--- src/rtl/smux_nx1_reg.sv ---
// Registered N-to-1 signed multiplexer with a valid/ready output stage.
// The channel comes from the sel port or from an internal round-robin scan counter.
module smux_nx1_reg #(
  parameter int DATAWIDTH  = 8,
  parameter int NUM_INPUTS = 4,
  parameter int SELWIDTH   = 2
) (
  input  logic                            Clk,
  input  logic                            Rst,
  input  logic [NUM_INPUTS*DATAWIDTH-1:0] a,
  input  logic [SELWIDTH-1:0]             sel,
  input  logic                            mode,
  input  logic                            in_valid,
  output logic                            in_ready,
  output logic [DATAWIDTH-1:0]            d,
  output logic                            d_valid,
  input  logic                            d_ready,
  output logic [SELWIDTH-1:0]             d_chan,
  output logic                            sel_err
);

  // One extra bit so that NUM_INPUTS == 2**SELWIDTH can still be represented.
  localparam logic [SELWIDTH:0]   NUM_IN_EXT = (SELWIDTH + 1)'(NUM_INPUTS);
  localparam logic [SELWIDTH-1:0] LAST_CH    = SELWIDTH'(NUM_INPUTS - 1);

  logic [DATAWIDTH-1:0] res_q, res_d;
  logic [SELWIDTH-1:0]  chan_q, chan_d;
  logic [SELWIDTH-1:0]  cnt_q, cnt_d;
  logic                 valid_q, valid_d;
  logic                 err_q, err_d;

  logic                 accept;
  logic                 sel_oor;
  logic [SELWIDTH-1:0]  ch;
  logic [DATAWIDTH-1:0] ch_data;

  assign in_ready = !valid_q || d_ready;
  assign accept   = in_valid && in_ready;
  assign ch       = mode ? cnt_q : sel;
  assign sel_oor  = !mode && ({1'b0, sel} >= NUM_IN_EXT);

  // An index that matches no channel falls through to the zero default.
  always_comb begin
    ch_data = '0;
    for (int i = 0; i < NUM_INPUTS; i++) begin
      if (ch == SELWIDTH'(i)) ch_data = a[i*DATAWIDTH +: DATAWIDTH];
    end
  end

  always_comb begin
    // NOTE: every next-state signal is defaulted to its hold value first so no path leaves it unassigned (no latch).
    res_d   = res_q;
    chan_d  = chan_q;
    cnt_d   = cnt_q;
    valid_d = valid_q;
    err_d   = err_q;
    if (accept) begin
      res_d   = ch_data;
      chan_d  = ch;
      valid_d = 1'b1;
      if (sel_oor) err_d = 1'b1;
      if (mode)    cnt_d = (cnt_q == LAST_CH) ? '0 : cnt_q + 1'b1;
    end else if (valid_q && d_ready) begin
      valid_d = 1'b0;
    end
  end

  always_ff @(posedge Clk) begin
    // NOTE: non-blocking assignments so every flop samples pre-edge values regardless of statement order.
    if (Rst) begin
      res_q   <= '0;
      chan_q  <= '0;
      cnt_q   <= '0;
      valid_q <= 1'b0;
      err_q   <= 1'b0;
    end else begin
      res_q   <= res_d;
      chan_q  <= chan_d;
      cnt_q   <= cnt_d;
      valid_q <= valid_d;
      err_q   <= err_d;
    end
  end

  assign d       = res_q;
  assign d_chan  = chan_q;
  assign d_valid = valid_q;
  assign sel_err = err_q;

endmodule

--- config.mk ---
export PLATFORM = sky130hd
export DESIGN_NAME = smux_nx1_reg
export DESIGN_NICKNAME = d
export VERILOG_FILES = /design/src/rtl/smux_nx1_reg.sv
export SDC_FILE = /design/constraint.sdc
export NUM_CORES = 1
export LEC_CHECK = 0
export ABC_AREA = 1
export CAP_MARGIN = 20
export CORE_MARGIN = 3
export CORE_UTILIZATION = 41
export CTS_CLUSTER_SIZE = 12
export DETAILED_ROUTE_END_ITERATION = 16
export GPL_ROUTABILITY_DRIVEN = 1
export GPL_TIMING_DRIVEN = 1
export MAX_ROUTING_LAYER = met4
export PLACE_DENSITY = 0.82
export SLEW_MARGIN = 5
export SYNTH_ARGS = -nofsm -noshare
export SYNTH_HDL_FRONTEND = slang
export SYNTH_SLANG_ARGS = --single-unit
--- constraint.sdc ---
create_clock -name Clk -period 2.5 [get_ports Clk]
set_input_delay 0.25 -clock Clk [delete_from_list [all_inputs] [get_ports Clk]]
set_output_delay 0.25 -clock Clk [all_outputs]
set_load 0.02 [all_outputs]
==> impl_metrics.toml <==
[outcome]
status = "completed"

[synth]
netlist_instances = 137
syn_area_um2 = 920
yosysWarnings = 0
yosys.area.top_type = "dfxtp_1"
synth_top_area_share = 0.283
synth_seq_cells = 13
syn_avg_cell_area_um2 = 6.71
ys_seq_area_frac = 0.283
ys_types = 18
synthTopCellsByArea = "dfxtp_1 (28%), nand2_1 (14%), nand3_1 (13%)"
synth_nets = 177

[timing]
drv_slew = 0
post-route-min-period_ns = 1.67
whs_ns = 0.483
fmax_ghz = 0.597
rsz0062_at_grt = "no"
post-route-period-util = 0.669
worstMarginPinSlew_ns = 0.620
slew_headroom = 0.585
final-hold-violation-count = 0
finalSetupTns_ns = 0
setup_viol = 0
finClkSkew_ns = 0.00401

[finish]
antennaDiodeCount = 0
nets = 223
drive_gt1_frac = 0.104
syn2layout_area_growth_pct = 52.2

[clocking]
post_cts_buffers = 0
ctsHoldBuffers = 0
numCtsBuffers = 3
cts_htree_levels = 1
cts_buffer_depth = 2
cts_root_buf = "clkbuf_4"
clk_pin_slew_ns = 0.07
clkSinkCount = 13
cts_tree = "built"
cts_resized = 0
clk_latency_ns = 0.28

[worst_hold_path]
holdCritPathClass = "reg2reg"
hp-start = "d[1]"

[floorplan]
initial_utilization = 0.450
core_area_mm2 = 0.00204
die_area_mm2 = 0.00285
die_y_um = 53.4
ios = 52
fp.dieW_um = 53.4
fp-row-count = 16

[route]
drt-initial-drc-count = 20
wl_met3_um = 141
drt_first_pass_iters = 4
route.final.wire_length_um = 2410
via_count = 1027
route.met2.wl_um = 1140
ant_nets = 0
dr.max_layer_used = "met4"
drc = 0
vias_per_cell = 4.91
wl_met1_um = 1110
wire_per_inst_um = 11.5

[placement]
io_buffers = 50
gp_congestion = 0.755
dp_hpwl_um = 1940

[critical_path]
startpoint = "d_ready"
reg2reg_from = "cnt_q[0]"
criticalPathCategory = "in2out"
endpoint_kind = "output pin"
cp_data_arrival_time_ns = 1.42
startpoint_type = "input port"
cp_max_fo = 3
required_ns = 2.25
rrSetupSlack_ns = 1.21
crit_path_frequent_cell = "clkdlybuf4s50_1"
slowest_delay_ns = 0.60
path_cells = "clkdlybuf4s50_1, inv_1, nand2_2, clkdlybuf4s50_1"
critical_path.slowest_cell = "clkdlybuf4s50_1"

[global_routing]
grt_max_degree = 21
grt_pass1_wl_um = 3860
grt_pass1_vias = 886
grtUsageTotal = 0.187
antenna_found_initial = 0
gr-total-overflow = 0

[flow_run]
cap_viol_max_count = 0

[power_and_ir_drop]
irDropWorstVdd_uv = 251
cellPowerDensity_mw_per_mm2 = 415
p_leak_nw = 0.552
==> power by group <==
part	internal (mW)	leakage [nW]	switching, mW	total [mW]
logic	0.111	0.430	0.107	0.219
clock network	0.0620	0.0150	0.0687	0.131
registers	0.223	0.107	0.00940	0.232
==> flip-flops by register name (all words and copies together), names as in the netlist <==
| name | cells |
|---|---|
| d | 8 |
| cnt_q | 2 |
| d_chan | 2 |
| d_valid | 1 |
==> worst max-delay path, delay by kind of cell <==
family                 cells  cell delay (ns)
buffers and inverters      3             1.10
AND/OR/NAND/NOR            1             0.07
==> Yosys cell counts (all sizes together) <==
cell	n
conb	1
o21ai	8
nor2	4
nand2	41
a211oi	3
clkinv	8
dfxtp	13
a21oi	10
nand3b	8
nand3	24
buf	9
inv	7
ha	1
==> placed cells by master (no fill, tap or decap) <==
cell              n
a21oi_2           8
nand2_2           6
inv_2             2
nor2_1            4
dfxtp_1          13
conb_1            1
o21ai_1           8
ha_1              1
clkbuf_1          1
nand3_1          24
clkbuf_4          3
a21oi_1           2
clkinv_1          8
a211oi_1          3
nand2_1          35
inv_1             5
clkdlybuf4s50_1  50
nand3b_1          8
==> path summary, 6_finish.rpt <==
check,to,depth (start not counted)
max reg2reg,d[1],7
max,in_ready,4
min,d[1],2
min reg2reg,d[1],2
==> stage by stage <==
step | power (mW) | std cells | instance area, um^2 | utilization | setup WS, ns
floorplan | 0.365 | 137 | 920 | - | 1.18
global placement | 0.451 | 205 | 1370 | 0.673 | 0.777
detailed placement | 0.455 | 205 | 1370 | 0.673 | 0.725
CTS | 0.584 | 209 | 1400 | 0.686 | 0.816
global route | 0.617 | 209 | 1400 | 0.686 | 0.770
finish | 0.582 | 209 | 1400 | 0.686 | 0.826
==> cell type report <==
class                           instances  area [um^2]
Clock buffer                            4         26.3
Fill cell                             193          642
Timing Repair Buffer                   50          500
Tap cell                               27         33.8
Sequential cell                        13          260
Multi-Input combinational cell        100          523
Inverter                               15         56.3
==> cell families after synthesis <==
logic type | count (synthesis) | share of synthesized area
flops | 13 | 0.283
buf+inv | 24 | 0.148
fa+ha+maj | 1 | 0.0136
other cells | 1 | 0.00408
compound gates | 21 | 0.155
simple gates | 77 | 0.396
==> metal layers <==
layer / track usage / vias to the layer above
met4: 0.0766 / 0
li1: - / 536
met3: 0.0141 / 3
met1: 0.254 / 454
met2: 0.284 / 34
met5: - / -
Power figures use the tool's default switching activity.
